==> config.mk <==
export PLATFORM = sky130hd
export DESIGN_NAME = fetch_stage
export DESIGN_NICKNAME = d
export VERILOG_FILES = /design/src/rtl/fetch_stage_pkg.sv /design/src/rtl/fetch_stage_ifid_reg.sv /design/src/rtl/fetch_stage.sv
export SDC_FILE = /design/constraint.sdc
export NUM_CORES = 1
export LEC_CHECK = 0
export ABC_CLOCK_PERIOD_IN_PS = 3600
export BUFFER_PORTS_ARGS = -buffer_cell sky130_fd_sc_hd__buf_4
export CAP_MARGIN = 0
export CORE_UTILIZATION = 45
export DETAILED_ROUTE_END_ITERATION = 10
export GPL_TIMING_DRIVEN = 0
export PLACE_DENSITY_LB_ADDON = 0.08
export SYNTH_ARGS = -nofsm -noshare
export SYNTH_HDL_FRONTEND = slang
export SYNTH_HIERARCHICAL = 1
export SYNTH_SLANG_ARGS = --single-unit
==> constraint.sdc <==
create_clock -name clk -period 3.6 [get_ports clk]
set_input_delay 0.18 -clock clk [delete_from_list [all_inputs] [get_ports clk]]
set_output_delay 0.18 -clock clk [all_outputs]
set_load 0.005 [all_outputs]
==> src/rtl/fetch_stage_pkg.sv <==
// fetch_stage_pkg: shared fetch-stage types and constants
package fetch_stage_pkg;
  localparam int IFID_XLEN = 32;
  localparam logic [31:0] NOP_INST = 32'h0000_0013;
  typedef enum logic [1:0] {FETCH, HOLD, DISCARD} fetch_state_t;
  typedef struct packed {
    logic [IFID_XLEN-1:0] pc;
    logic [IFID_XLEN-1:0] pc_plus4;
    logic [31:0]          inst;
    logic                 valid;
  } ifid_t;
endpackage

==> src/rtl/fetch_stage_ifid_reg.sv <==
// ifid_reg: pipeline register with load enable and synchronous clear to a NOP image
module ifid_reg #(
  parameter int           W   = 97,
  parameter logic [W-1:0] CLR = '0
) (
  input  logic         clk,
  input  logic         rst,
  input  logic         i_en,
  input  logic         i_clr,
  input  logic [W-1:0] i_d,
  output logic [W-1:0] o_q
);
  always_ff @(posedge clk or posedge rst)
    if (rst) o_q <= CLR;
    else if (i_clr) o_q <= CLR;
    else if (i_en) o_q <= i_d;
endmodule

==> src/rtl/fetch_stage.sv <==
// fetch_stage: PC register, imem request/valid handshake and IF/ID register with stall/flush
module fetch_stage #(
  parameter int              XLEN     = 32,
  parameter logic [XLEN-1:0] RESET_PC = '0,
  parameter logic [31:0]     NOP_INST = fetch_stage_pkg::NOP_INST
) (
  input  logic            clk,
  input  logic            rst,
  input  logic [XLEN-1:0] next_pc_i,
  input  logic            stall_i,
  input  logic            flush_i,
  output logic [XLEN-1:0] pc_o,
  output logic [XLEN-1:0] pc_plus4_o,
  output logic            imem_req_o,
  output logic [XLEN-1:0] imem_addr_o,
  input  logic [31:0]     imem_rdata_i,
  input  logic            imem_valid_i,
  output logic [XLEN-1:0] ifid_pc_o,
  output logic [XLEN-1:0] ifid_pc_plus4_o,
  output logic [31:0]     ifid_inst_o,
  output logic            ifid_valid_o
);
  import fetch_stage_pkg::*;
  localparam int W = 2*XLEN + 33;
  localparam logic [W-1:0] IFID_CLR = {{(2*XLEN){1'b0}}, NOP_INST, 1'b0};
  fetch_state_t    r_state, w_state;
  logic [XLEN-1:0] r_pc, w_pc, r_req_addr, w_req_addr;
  logic [31:0]     r_skid, w_skid;
  logic            r_run, w_valid, w_ld;
  logic [W-1:0]    w_ifid_d, w_ifid_q;
  assign pc_o        = r_pc;
  assign pc_plus4_o  = r_pc + XLEN'(4);
  assign imem_addr_o = r_req_addr;
  assign imem_req_o  = r_run && (r_state != HOLD);
  assign w_valid     = imem_req_o && imem_valid_i;
  assign {ifid_pc_o, ifid_pc_plus4_o, ifid_inst_o, ifid_valid_o} = w_ifid_q;
  // a flush with nothing outstanding can redirect at once; otherwise the old response must drain
  always_comb begin
    w_state    = r_state;
    w_pc       = r_pc;
    w_req_addr = r_req_addr;
    w_skid     = r_skid;
    w_ld       = 1'b0;
    w_ifid_d   = {r_pc, pc_plus4_o, r_skid, 1'b1};
    if (flush_i) begin
      w_pc   = next_pc_i;
      w_skid = '0;
      if (r_state != DISCARD && (!imem_req_o || w_valid)) begin
        w_state    = FETCH;
        w_req_addr = next_pc_i;
      end else w_state = DISCARD;
    end else case (r_state)
      FETCH:
        if (w_valid && stall_i) begin
          w_skid  = imem_rdata_i;
          w_state = HOLD;
        end else if (!stall_i) begin
          w_ld     = 1'b1;
          w_ifid_d = w_valid ? {r_pc, pc_plus4_o, imem_rdata_i, 1'b1}
                             : {ifid_pc_o, ifid_pc_plus4_o, NOP_INST, 1'b0};
          w_pc       = w_valid ? next_pc_i : r_pc;
          w_req_addr = w_valid ? next_pc_i : r_req_addr;
        end
      HOLD:
        if (!stall_i) begin
          w_ld       = 1'b1;
          w_pc       = next_pc_i;
          w_req_addr = next_pc_i;
          w_state    = FETCH;
        end
      DISCARD:
        if (w_valid) begin
          w_req_addr = r_pc;
          w_state    = FETCH;
        end
      default: w_state = FETCH;
    endcase
  end
  always_ff @(posedge clk or posedge rst)
    if (rst) begin
      r_state    <= FETCH;
      r_pc       <= RESET_PC;
      r_req_addr <= RESET_PC;
      r_skid     <= '0;
      r_run      <= 1'b0;
    end else begin
      r_state    <= w_state;
      r_pc       <= w_pc;
      r_req_addr <= w_req_addr;
      r_skid     <= w_skid;
      r_run      <= 1'b1;
    end
  ifid_reg #(.W(W), .CLR(IFID_CLR)) u_ifid (
    .clk   (clk),
    .rst   (rst),
    .i_en  (w_ld),
    .i_clr (flush_i),
    .i_d   (w_ifid_d),
    .o_q   (w_ifid_q)
  );
endmodule

After elaboration in Yosys (flattened, before gate mapping) --
Cells that the tools add are included.
Word-level totals: output and inout bits 194, bits in registers 196, input bits 69
Operators by class: reduce and logical (&&, ||, !) cells 17, equality and inequality tests 12, add/subtract/negate cells 1, mux-type cells 29
Operators by type and width (count):
- $mux W97 | 6
- $mux W32 | 11
- $pmux W32 S3 | 1
- $pmux W32 S2 | 1
- $add A32 B3 Y32 const B | 1
- $ne A3 B3 Y1 const B | 6
- $mux W2 | 5
- $reduce_and A7 Y1 | 1
- $pmux W2 S3 | 1
- $reduce_bool A2 Y1 | 3
- $ne A5 B5 Y1 const B | 1
- $reduce_and A5 Y1 | 1
- $logic_and A1 B1 Y1 | 4
- $ne A2 B1 Y1 const B | 2
- $reduce_and A2 Y1 | 2
- $reduce_bool A4 Y1 | 1
- $mux W1 | 3
- $reduce_and A3 Y1 | 1
- $reduce_bool A3 Y1 | 1
- $eq A2 B1 Y1 const B | 1
- $eq A2 B2 Y1 const B | 1
- $logic_not A2 Y1 | 1
- $ne A2 B2 Y1 const B | 1
- $pmux W1 S2 | 1
- other kinds (2) | 2

Logic depth before layout (Yosys ltp) --
Gate-level depths: netlist (run 1).
depth after elaboration 9, gate-level depth with buffers 11

Hierarchy --
The synthesis (run 1) kept the hierarchy.
By module, submodules not included:
- fetch_stage | area an instance 6179.7 µm², times used 1, cells an instance 729, sequential area each 2477.4 µm²
- ifid_reg | area an instance 3943.8 µm², times used 1, cells an instance 314, sequential area each 2431.1 µm²

Worst setup path after synthesis (run 1) --
OpenSTA, ideal clock, no wires.
path type register to register, from reg r_state[0], to reg u_ifid.o_q[75], data arrival time 2.129 ns, data required time 3.468 ns, slack 1.340 ns, period minus slack after synthesis 2.260 ns, setup time 0.132 ns, cell stages (with the launch flop) 12, path through dfrtp_1 clkbuf_1 or4_1 clkbuf_1 nor2_1 inv_2 buf_2 clkbuf_1 nand2_1 nand2_1 mux2i_1 nor2_1
On the way: elaborated cells on any way between the ends 16
RTL lines:
- start: declaration | line fetch_stage.sv:26 | fetch_state_t r_state, w_state;
- start signal: assignment | line fetch_stage.sv:87 | r_state <= w_state;
- $ne A2 B1 Y1 | line fetch_stage.sv:34 | assign imem_req_o = r_run && (r_state != HOLD);
- $logic_and A1 B1 Y1 | line fetch_stage.sv:34
- $logic_and A1 B1 Y1 | line fetch_stage.sv:35 | assign w_valid = imem_req_o && imem_valid_i;
- $logic_and A1 B1 Y1 | line fetch_stage.sv:54 | if (w_valid && stall_i) begin
- $mux W97 | line fetch_stage.sv:54
- $mux W97 * | line fetch_stage.sv:52 | end else case (r_state)
- net w_ifid_d[75] | line fetch_stage.sv:30 | logic [W-1:0] w_ifid_d, w_ifid_q;
- $mux W97 * | line fetch_stage_ifid_reg.sv:16 | else if (i_en) o_q <= i_d;
- $mux W97 * | line fetch_stage_ifid_reg.sv:15 | else if (i_clr) o_q <= CLR;
- end signal: assignment | line fetch_stage_ifid_reg.sv:16
- end: declaration | line fetch_stage_ifid_reg.sv:11 | output logic [W-1:0] o_q
The timed path passes the listed nets; every way through them passes the cells marked *. The select of a mux whose other input is x is not followed. A chain may end at the register's enable or synchronous reset.

Final worst setup path (run 1) --
from reg r_pc[14] (netlist: pc_o[14]), to out pc_plus4_o[24]
On the way: longest elaborated chain between the ends 1
Ends and longest elaborated chain:
- start: declaration | line fetch_stage.sv:27 | logic [XLEN-1:0] r_pc, w_pc, r_req_addr, w_req_addr;
- start signal: assignment | line fetch_stage.sv:88 | r_pc <= w_pc;
- $add A32 B3 Y32 | line fetch_stage.sv:32 | assign pc_plus4_o = r_pc + XLEN'(4);
- end: declaration | line fetch_stage.sv:13 | output logic [XLEN-1:0] pc_plus4_o,
No other way between the ends.

==> flow_metrics.py, run 1 <==
metrics = {
    "outcome": {
        "status": "complete, but fails checks",
        "violations": "DRC",
    },
    "die": {
        "rows": 54,
        "initial_core_util_pct": 46.1,
        "die_y_um": 152,
        "dieArea_sq_mm": 0.0231,
        "io-pin-count": 263,
        "core_sq_mm": 0.0220,
        "dieWidth_um": 152,
    },
    "synthesis": {
        "synth-seq-cells": 196,
        "synth_edf_count": 0,
        "synth_commonest_cells": "nand2_1 (245), dfrtp_1 (193), nor2_1 (115)",
        "synth-main-ff-cell": "dfrtp_1",
        "ys_async_sr_fraction_pct": 100,
        "syn-mean-instance-area_sq_um": 9.71,
        "ys_seq_area_share_pct": 48.5,
        "yosysTopAreaCellShare_pct": 47.7,
        "ys_warn_count": 6,
        "synth_fp_nets": 1113,
        "synth.distinct_cells": 47,
        "syn_inst": 1043,
        "yosysTopAreaCell": "dfrtp_1",
        "synthTopCellsByArea": "dfrtp_1 (48%), mux2_2 (12%), mux2i_1 (9.3%)",
        "yosysMostFrequentCell": "nand2_1",
        "synth_area_sq_mm": 0.0101,
    },
    "route": {
        "vias": 8883,
        "vias_per_cell": 5.29,
        "wl_per_cell_um": 18.3,
        "drt-initial-drc-count": 498,
        "ant_nets": 0,
        "routed_wl_mm": 30.7,
        "drt_pass1_iterations": 9,
        "drc": 36,
    },
    "worst_hold_path": {
        "hold_path_class": "in2reg",
        "whs_path_depth": 3,
        "min_from": "imem_rdata_i[4]",
        "min_to": "r_skid[4]$_DFFE_PP0P_",
    },
    "pwr": {
        "p_per_area_mw_per_mm2": 439,
        "seqPwrFrac_pct": 43.0,
        "intPower_mw": 4.26,
        "share_comb_of_total_power_pct": 24.1,
        "clkPwrFrac_pct": 33.0,
        "ir_worst_vdd_mv": 0.331,
        "sw_frac_of_total_pct": 29.3,
        "power.switching_mw": 1.76,
        "power.leakage_nw": 6.41,
    },
    "global_route": {
        "grt_pass1_vias": 8706,
        "grt_pass1_wl_mm": 48.7,
        "grt_max_degree": 61,
        "antenna_found_initial": 0,
        "grt-ovfl-total": 0,
        "grt_util_all_layers_pct": 27.1,
    },
    "finish": {
        "final_core_util_pct": 62.5,
        "final_nets": 1457,
        "postLayoutCellArea_sq_mm": 0.0137,
        "antenna_cells": 0,
        "synthToLayoutAreaGrowth_pct": 35.5,
        "drive_gt1_share_pct": 31.6,
        "fin_cells": 1680,
    },
    "clock_tree": {
        "h-tree-depth": 4,
        "root_buffer": "clkbuf_16",
        "clock_latency_ns": 0.43,
        "post-cts-setup-buffers": 0,
        "cts.clk_slew.worst_paths_ns": 0.07,
        "cts.sink_count": 196,
        "cts_tree": "yes",
        "numCtsBuffers": 17,
        "cts-resized-gates": 0,
        "clock_path_buffers": 2,
    },
    "setup_path": {
        "max_stage_delay_ns": 0.81,
        "r2r_end": "imem_addr_o[31]$_DFFE_PP0P_",
        "crit_path_start_kind": "register",
        "r2r_start": "r_state[0]$_DFFE_PP0P_",
        "crit_path_max_fanout": 9,
        "end_kind": "output pin",
        "path_cells": "clkbuf_1 > nand4_1 > nor4_2 > nand3_1 > xnor2_1 > buf_4",
        "r2r_setup_slack_ns": 0.68,
        "path_class": "reg2out",
        "slowest_stage": "nor4_2",
        "required_ns": 3.42,
        "worstPathArrival_ns": 2.84,
        "reg2regPathDepth": 5,
    },
    "placed_design": {
        "gp_congestion": 0.813,
        "dpl_cell_area_sq_mm": 0.0125,
        "dp.cells": 1587,
        "place.port_buffers": 262,
        "dp.final_hpwl_mm": 22.1,
    },
    "sta": {
        "slew_violations": 0,
        "finalCriticalPeriod_ns": 3.02,
        "finalClockSkew_ns": 0.0133,
        "whs_ns": 0.00956,
        "worst_slew_pin_slew_ns": 1.32,
        "rsz0062_at_grt": "false",
        "fin_crit_sh_pct": 84.0,
        "fmax_mhz": 331,
        "setup_viol": 0,
        "hold_viol": 0,
        "slew_headroom_pct": 11.9,
    },
    "run": {
        "cap_viol_max_count": 0,
    },
}
[final cells by class]
class,count,area (sq um)
Clock inverter,14,168
Inverter,10,42.5
Tap cell,280,350
Buffer,82,425
Multi-Input combinational cell,755,4750
Fill cell,1909,8240
Clock buffer,18,439
Timing Repair Buffer,325,2630
Sequential cell,196,4910
[repair_timing]
| action | CTS | global route |
|---|---|---|
| hold buffers | 61 | 0 |
| endpoints found under the hold margin | 147 | 0 |
| endpoints found under the setup margin | 0 | 0 |
[worst max-delay path by stage]
stage	to	slack, ns	from	cells after the start
finish	pc_plus4_o[24]	0.58	pc_o[14]$_DFFE_PP0P_	6
floorplan	imem_addr_o[0]$_DFFE_PP0P_	0.83	rst	1
CTS	pc_plus4_o[24]	0.57	pc_o[14]$_DFFE_PP0P_	6
global placement	u_ifid/o_q[27]$_DFFE_PP0P_	-0.79	rst	2
detailed placement	imem_addr_o[13]$_DFFE_PP0P_	0.63	r_state[0]$_DFFE_PP0P_	5
global route	pc_plus4_o[24]	0.24	pc_o[14]$_DFFE_PP0P_	6
[sequential cells by signal, indices dropped and copies added, names as in the netlist]
register and flops:
r_run 1, pc_o 32, u_ifid/o_q 97, r_state 2, r_skid 32, imem_addr_o 32
[power by group through the flow]
stage | clock, mW | combinational (mW) | sequential, mW
after global routing | 2.10 | 1.57 | 2.62
after global placement | 0 | 1.38 | 2.62
after detailed placement | 0 | 1.40 | 2.63
final | 1.98 | 1.45 | 2.59
after CTS | 2.03 | 1.46 | 2.59
after floorplan | 0 | 0.706 | 2.61
[cell families (layout without fill, tap and decap cells)]
logic type	count (synthesis)	after routing	share of synthesized area, %
simple gates	454	454	19.2
fa+ha+maj	2	2	0.222
compound gates	78	78	4.57
xor+xnor	18	18	1.56
buf+inv	92	449	4.57
mux	202	202	21.3
other cells	1	1	0.0370
flops	196	196	48.5
[cells in the final DEF, fill, tap and decap left out, types with 6 or more instances in the layout]
master and instances:
buf_4 272, nand2_1 245, dfrtp_1 193, nor2_1 115
mux2_2 106, mux2i_1 94, dlygate4sd3_1 61, clkbuf_1 49
nand3_1 44, a21oi_1 36, clkbuf_16 17, xnor2_1 14
o21ai_0 13, buf_2 13, a31oi_1 11, nand4_1 10
inv_1 7, and4_1 6, o31ai_1 6
[per-stage QoR]
stage	total power [mW]	setup TNS, ns	worst slack (ns)
2_1_floorplan	3.31	0	0.830
3_3_place_gp	4.00	-139.46	-0.792
3_5_place_dp	4.03	0	0.627
4_1_cts	6.08	0	0.569
5_1_grt	6.29	0	0.236
6_report	6.02	0	0.576
[worst max-delay path, delay by kind of cell (launching register included)]
kind                      cells  cell delay, ns
xor gates and xnor gates      1            0.30
buffers and inverters         2            0.54
DFF                           1            0.36
and+or+nand+nor               3            1.20
[per-layer routing]
layer	share of wire, %	track usage (%)	vias to the layer above
li1	-	-	4219
met4	2.4	9.28	0
met3	5.9	5.13	42
met5	0	0	-
met2	47	42.9	289
met1	45	37.4	4333
Note: power is estimated with default switching activity, not from simulation.
==> inputs of run 2 (changes only) <==
--- a/config.mk
+++ b/config.mk
@@ -5,7 +5,8 @@
 export SDC_FILE = /design/constraint.sdc
 export NUM_CORES = 1
 export LEC_CHECK = 0
-export ABC_CLOCK_PERIOD_IN_PS = 3600
+export ABC_AREA = 1
+export ABC_CLOCK_PERIOD_IN_PS = 3150
 export BUFFER_PORTS_ARGS = -buffer_cell sky130_fd_sc_hd__buf_4
 export CAP_MARGIN = 0
 export CORE_UTILIZATION = 45
==> constraint.sdc (replaced) <==
create_clock -name clk -period 3.15 [get_ports clk]
set_input_delay 0.1575 -clock clk [delete_from_list [all_inputs] [get_ports clk]]
set_output_delay 0.1575 -clock clk [all_outputs]
set_load 0.005 [all_outputs]
==> flow_metrics.py, run 2 <==
metrics = {
    "synthesis": {
        "synthTopCellsByArea": "dfrtp_1 (48%), nand2_1 (25%), nand3_1 (7.2%)",
        "syn-mean-instance-area_sq_um": 7.24,
        "syn_inst": 1399,
        "synth_commonest_cells": "nand2_1 (662), dfrtp_1 (193), nand3_1 (145)",
        "ys_warn_count": 6,
        "yosysTopAreaCellShare_pct": 47.7,
        "synth_fp_nets": 1469,
        "synth-main-ff-cell": "dfrtp_1",
        "synth_edf_count": 0,
        "synth-seq-cells": 196,
        "ys_async_sr_fraction_pct": 100,
        "yosysTopAreaCell": "dfrtp_1",
        "yosysMostFrequentCell": "nand2_1",
        "ys_seq_area_share_pct": 48.5,
        "synth.distinct_cells": 31,
        "synth_area_sq_mm": 0.0101,
    },
    "route": {
        "drt-initial-drc-count": 672,
        "drt_pass1_iterations": 8,
        "wl_per_cell_um": 16.9,
        "routed_wl_mm": 34.4,
        "wl_met2_mm": 16.7,
        "ant_nets": 0,
        "vias": 10570,
        "dr_wl_met3_mm": 2.59,
        "drc": 38,
        "routed.top_layer": "met4",
        "wl_met1_mm": 13.9,
        "vias_per_cell": 5.19,
    },
    "clock_tree": {
        "h-tree-depth": 4,
        "cts.clk_slew.worst_paths_ns": 0.07,
        "clock_latency_ns": 0.44,
        "clock_path_buffers": 2,
        "root_buffer": "clkbuf_16",
        "cts_tree": "yes",
        "numCtsBuffers": 17,
        "cts.sink_count": 196,
    },
    "outcome": {
        "status": "complete, but fails checks",
        "violations": "DRC",
    },
    "global_route": {
        "grt_max_degree": 69,
        "grt_util_all_layers_pct": 30.3,
        "grt-ovfl-total": 0,
        "grt_pass1_wl_mm": 54.8,
        "grt_pass1_vias": 10163,
        "antenna_found_initial": 1,
    },
    "sta": {
        "hold_viol": 0,
        "worst_slew_pin_slew_ns": 0.638,
        "setup_viol": 0,
        "finalClockSkew_ns": 0.0118,
        "slew_violations": 0,
        "fmax_mhz": 378,
        "fin_crit_sh_pct": 84.0,
        "finalCriticalPeriod_ns": 2.64,
        "rsz0062_at_grt": "false",
        "fin_ws_ns": 0.505,
        "slew_headroom_pct": 57.5,
    },
    "finish": {
        "n_fill_cell": 2082,
        "final_nets": 1814,
        "fin_cells": 2035,
        "largest_reg_flops": 97,
        "synthToLayoutAreaGrowth_pct": 35.0,
        "max_flop_register": "u_ifid/o_q",
        "final_core_util_pct": 62.3,
        "layout_commonest_cell": "nand2_1",
        "drive_gt1_share_pct": 21.7,
        "antenna_cells": 0,
        "final_cell_mix": "nand2_1 (662), buf_4 (273), dfrtp_1 (193), nand3_1 (145), o21ai_0 (67)",
    },
    "die": {
        "rows": 54,
        "core_sq_mm": 0.0220,
        "die_y_um": 152,
        "dieArea_sq_mm": 0.0231,
        "dieWidth_um": 152,
        "initial_core_util_pct": 46.1,
        "io-pin-count": 263,
    },
    "placed_design": {
        "place.port_buffers": 261,
        "gp_congestion": 0.915,
        "dpl_worst_slack_ns": 0.436,
        "dp.final_hpwl_mm": 25.6,
        "dp.cells": 1942,
    },
    "setup_path": {
        "crit_path_start_kind": "register",
        "path_class": "reg2out",
        "crit_path_max_fanout": 6,
        "required_ns": 2.99,
        "end_kind": "output pin",
        "worstPathArrival_ns": 2.49,
    },
    "pwr": {
        "power.leakage_nw": 7.46,
        "p_per_area_mw_per_mm2": 528,
        "ir_worst_vdd_mv": 0.348,
        "power_mw": 7.22,
    },
    "run": {
        "cap_viol_max_count": 0,
    },
    "worst_hold_path": {
        "hold_path_class": "in2reg",
    },
}
==> run 2: cell types whose count changed in the layout (fill, tap and decap cells not counted), moves of 44 or more <==
cell     delta
nand2_1   +417
mux2_2    -106
nand3_1   +101
mux2i_1    -91
o21ai_0    +54
nor2_1     -50
inv_1      +44
==> run 2: cells by family after synthesis <==
group	share of synthesized area, %
AND/OR/NAND/NOR	36.5
flip-flops	48.5
buffers and inverters	6.29
AO/OA/AOI/OAI	6.97
XOR/XNOR	1.30
multiplexers	0.296
adder cells (fa/ha/maj)	0.124
other	0.0370
==> run 2: final cells by class <==
class	instances	area [sq um]	area share, %
Timing Repair Buffer	326	2650	19.3
Clock inverter	13	118	0.860
Clock buffer	17	425	3.11
Buffer	85	412	3.01
Tap cell	280	350	2.56
Inverter	60	230	1.68
Sequential cell	196	4910	35.9
Multi-Input combinational cell	1058	4580	33.5
==> run 2: report_power, final <==
group | total, mW | internal (mW) | switching (mW)
Combinational | 2.00 | 0.899 | 1.10
Clock | 2.09 | 1.03 | 1.06
Sequential | 3.13 | 2.80 | 0.327
Total | 7.22 | 4.74 | 2.48
==> run 2: worst max-delay path, cell delays in order (launching register included) <==
cell     delay [ns]
dfrtp_1        0.49
inv_1          0.15
nor2_1         0.38
nand2_1        0.17
nor2_1         0.29
xor2_1         0.38
buf_4          0.19
==> run 2: timing repair <==
item	in CTS	in global routing
hold endpoints to repair	142	0
setup buffers	0	0
resized for setup	0	0
hold buffers	63	0
endpoints found under the setup margin	0	0
==> run 2: metal layers <==
layer / global-route usage, % / up-vias
met2: 50.8 / 434
met5: 0 / -
met4: 12.4 / 0
li1: - / 5125
met3: 6.08 / 67
met1: 38.4 / 4944
==> run 2: final timing paths <==
| check | depth (start not counted) | from | slack (ns) | endpoint |
|---|---|---|---|---|
| max in group asynchronous | 4 | rst | 2.04 | u_ifid/o_q[1]$_DFFE_PP1P_ |
| setup reg to reg | 9 | pc_o[2]$_DFFE_PP0P_ | 0.91 | u_ifid/o_q[50]$_DFFE_PP0P_ |
| hold / removal | 3 | next_pc_i[23] | 0.02 | pc_o[23]$_DFFE_PP0P_ |
| min in group asynchronous | 3 | rst | 0.29 | r_skid[20]$_DFFE_PP0P_ |
| hold reg to reg | 2 | u_ifid/o_q[2]$_DFFE_PP1P_ | 0.47 | u_ifid/o_q[2]$_DFFE_PP1P_ |
| setup / recovery | 6 | pc_o[2]$_DFFE_PP0P_ | 0.51 | pc_plus4_o[17] |
==> run 2: stage by stage <==
stage	TNS (ns)	cell area [sq um]	hold slack [ns]
2_1_floorplan	0	10100	0.254
3_3_place_gp	-185.83	12400	0.370
3_5_place_dp	0	12500	0.223
4_1_cts	0	13700	0.000392
5_1_grt	0	13700	0.0433
6_report	0	13700	0.0156
==> inputs of run 3 (changes only) <==
--- a/config.mk
+++ b/config.mk
@@ -5,8 +5,8 @@
 export SDC_FILE = /design/constraint.sdc
 export NUM_CORES = 1
 export LEC_CHECK = 0
-export ABC_AREA = 1
-export ABC_CLOCK_PERIOD_IN_PS = 3150
+export ABC_AREA = 0
+export ABC_CLOCK_PERIOD_IN_PS = 2700
 export BUFFER_PORTS_ARGS = -buffer_cell sky130_fd_sc_hd__buf_4
 export CAP_MARGIN = 0
 export CORE_UTILIZATION = 45
==> constraint.sdc (replaced) <==
create_clock -name clk -period 2.7 [get_ports clk]
set_input_delay 0.135 -clock clk [delete_from_list [all_inputs] [get_ports clk]]
set_output_delay 0.135 -clock clk [all_outputs]
set_load 0.005 [all_outputs]
==> flow_metrics.py, run 3 (same netlist as run 1, synthesis figures left out) <==
metrics = {
    "setup_path": {
        "critPathLaunch": "pc_o[11]$_DFFE_PP0P_",
        "slowest_stage": "or4_4",
        "path_cells": "buf_6 > nand4_4 > or4_4 > buf_6 > or4_4 > nand2_2 > buf_4",
        "crit_path_max_fanout": 6,
        "worstPathArrival_ns": 2.48,
        "r2r_start": "r_run$_DFF_PP0_",
        "r2r_end": "pc_o[22]$_DFFE_PP0P_",
        "path_class": "reg2out",
        "max_stage_delay_ns": 0.60,
        "reg2regPathDepth": 6,
        "required_ns": 2.57,
        "crit_path_start_kind": "register",
        "crit_path_end": "pc_plus4_o[26]",
        "r2r_setup_slack_ns": 0.17,
        "end_kind": "output pin",
    },
    "placed_design": {
        "dpl_cell_area_sq_mm": 0.0125,
        "dp.cells": 1588,
        "place.port_buffers": 262,
        "dpl_worst_slack_ns": -0.342,
        "gp_congestion": 0.807,
        "dp.final_hpwl_mm": 22.1,
    },
    "sta": {
        "hold_viol": 0,
        "fin_ws_ns": 0.0839,
        "fmax_mhz": 382,
        "setup_viol": 0,
        "tns_ns": 0,
        "finalClockSkew_ns": 0.0145,
        "slew_headroom_pct": 44.8,
        "whs_ns": 0.0703,
        "slew_violations": 0,
        "worst_slew_pin_slew_ns": 0.827,
        "fin_crit_sh_pct": 96.9,
        "finalCriticalPeriod_ns": 2.62,
    },
    "finish": {
        "drive_gt1_share_pct": 34.2,
        "fin_cells": 1695,
        "antenna_cells": 0,
        "final_cell_mix": "buf_4 (288), nand2_1 (242), dfrtp_1 (185), nor2_1 (114), mux2_2 (106)",
        "final_nets": 1472,
        "postLayoutCellArea_sq_mm": 0.0140,
        "max_flop_register": "u_ifid/o_q",
        "n_fill_cell": 1898,
        "synthToLayoutAreaGrowth_pct": 38.1,
        "final_core_util_pct": 63.7,
        "largest_reg_flops": 97,
        "layout_commonest_cell": "buf_4",
    },
    "route": {
        "ant_nets": 0,
        "drt-initial-drc-count": 541,
        "wl_per_cell_um": 18.4,
        "drc": 36,
        "vias_per_cell": 5.24,
        "routed_wl_mm": 31.2,
        "vias": 8883,
        "drt_pass1_iterations": 8,
    },
    "clock_tree": {
        "h-tree-depth": 4,
        "cts.clk_slew.worst_paths_ns": 0.07,
        "root_buffer": "clkbuf_16",
        "numCtsBuffers": 17,
        "clock_path_buffers": 2,
        "clock_latency_ns": 0.43,
        "cts_tree": "yes",
        "cts.sink_count": 196,
    },
    "die": {
        "dieWidth_um": 152,
        "core_sq_mm": 0.0220,
        "initial_core_util_pct": 46.1,
        "die_y_um": 152,
        "io-pin-count": 263,
        "dieArea_sq_mm": 0.0231,
        "rows": 54,
    },
    "worst_hold_path": {
        "hold_path_class": "in2reg",
    },
    "outcome": {
        "violations": "DRC",
        "status": "complete, but fails checks",
    },
    "global_route": {
        "antenna_found_initial": 0,
        "grt_pass1_wl_mm": 48.4,
        "grt-ovfl-total": 0,
        "grt_util_all_layers_pct": 27.1,
        "grt-busiest-layer": "met2",
        "met3_usage_pct": 5.73,
        "grt_max_degree": 52,
        "grtUsageMet2_pct": 43.4,
        "use_met1_pct": 37.3,
        "grt_pass1_vias": 8607,
    },
    "pwr": {
        "power.leakage_nw": 6.54,
        "power_mw": 8.11,
        "ir_worst_vdd_mv": 0.444,
        "p_per_area_mw_per_mm2": 581,
    },
    "run": {
        "cap_viol_max_count": 0,
    },
}
==> run 3: cell count changes in the layout (fill, tap and decap cells not counted), moves of 17 or more <==
cell      delta
a21oi_1     +18
buf_2       -28
clkbuf_1    +17
inv_1       -44
mux2_2     +106
mux2i_1     +91
nand2_1    -420
nand3_1    -101
nor2_1      +49
o21ai_0     -54
o22ai_1     -29
or2_2       -17
==> run 3: timing repair <==
action,in CTS,in global routing
setup endpoints to repair,55,112
resized for setup,23,16
pin swaps,4,5
buffers inserted,3,11
cloned,0,1
endpoints found under the hold margin,143,0
hold buffers,65,0
==> run 3: layer usage <==
layer / part of all wire (%) / vias to the layer above
met5: 0 / -
met1: 45 / 4335
met2: 47 / 265
met3: 6.6 / 26
li1: - / 4257
met4: 1.5 / 0
==> run 3: worst min path at each step <==
stage | from | end | slack, ns | depth (start not counted)
global placement | next_pc_i[20] | pc_o[20]$_DFFE_PP0P_ | 0.36 | 2
floorplan | imem_rdata_i[0] | r_skid[0]$_DFFE_PP0P_ | 0.27 | 2
finish | stall_i | r_state[0]$_DFFE_PP0P_ | 0.07 | 3
global route | stall_i | r_state[0]$_DFFE_PP0P_ | 0.07 | 3
CTS | stall_i | r_state[0]$_DFFE_PP0P_ | 0.04 | 3
detailed placement | rst | u_ifid/o_q[76]$_DFFE_PP0P_ | 0.29 | 2
==> run 3: area by class of cell <==
type | instances | area (sq um) | share of cell area [%]
plain buffers | 77 | 430 | 3.08
clock buffers | 19 | 453 | 3.24
clock inverters | 13 | 161 | 1.15
inverters | 10 | 43.8 | 0.313
multi-input cells | 755 | 4830 | 34.5
flip-flops and latches | 196 | 4920 | 35.2
well taps | 280 | 350 | 2.51
repair buffers | 345 | 2800 | 20.0
==> run 3: worst max-delay path, delay by kind of cell (launching register included) <==
kind                   cells  cell delay [ns]
AND/OR/NAND/NOR            4             1.29
buffers and inverters      3             0.39
flip-flops                 1             0.37
==> run 3: where the power goes <==
part | internal (mW) | switching [mW] | total (mW) | leakage [nW]
sequential | 3.22 | 0.252 | 3.47 | 2.55
clock | 1.45 | 1.23 | 2.68 | 0.297
combinational | 1.07 | 0.895 | 1.97 | 3.68
total | 5.74 | 2.37 | 8.11 | 6.54
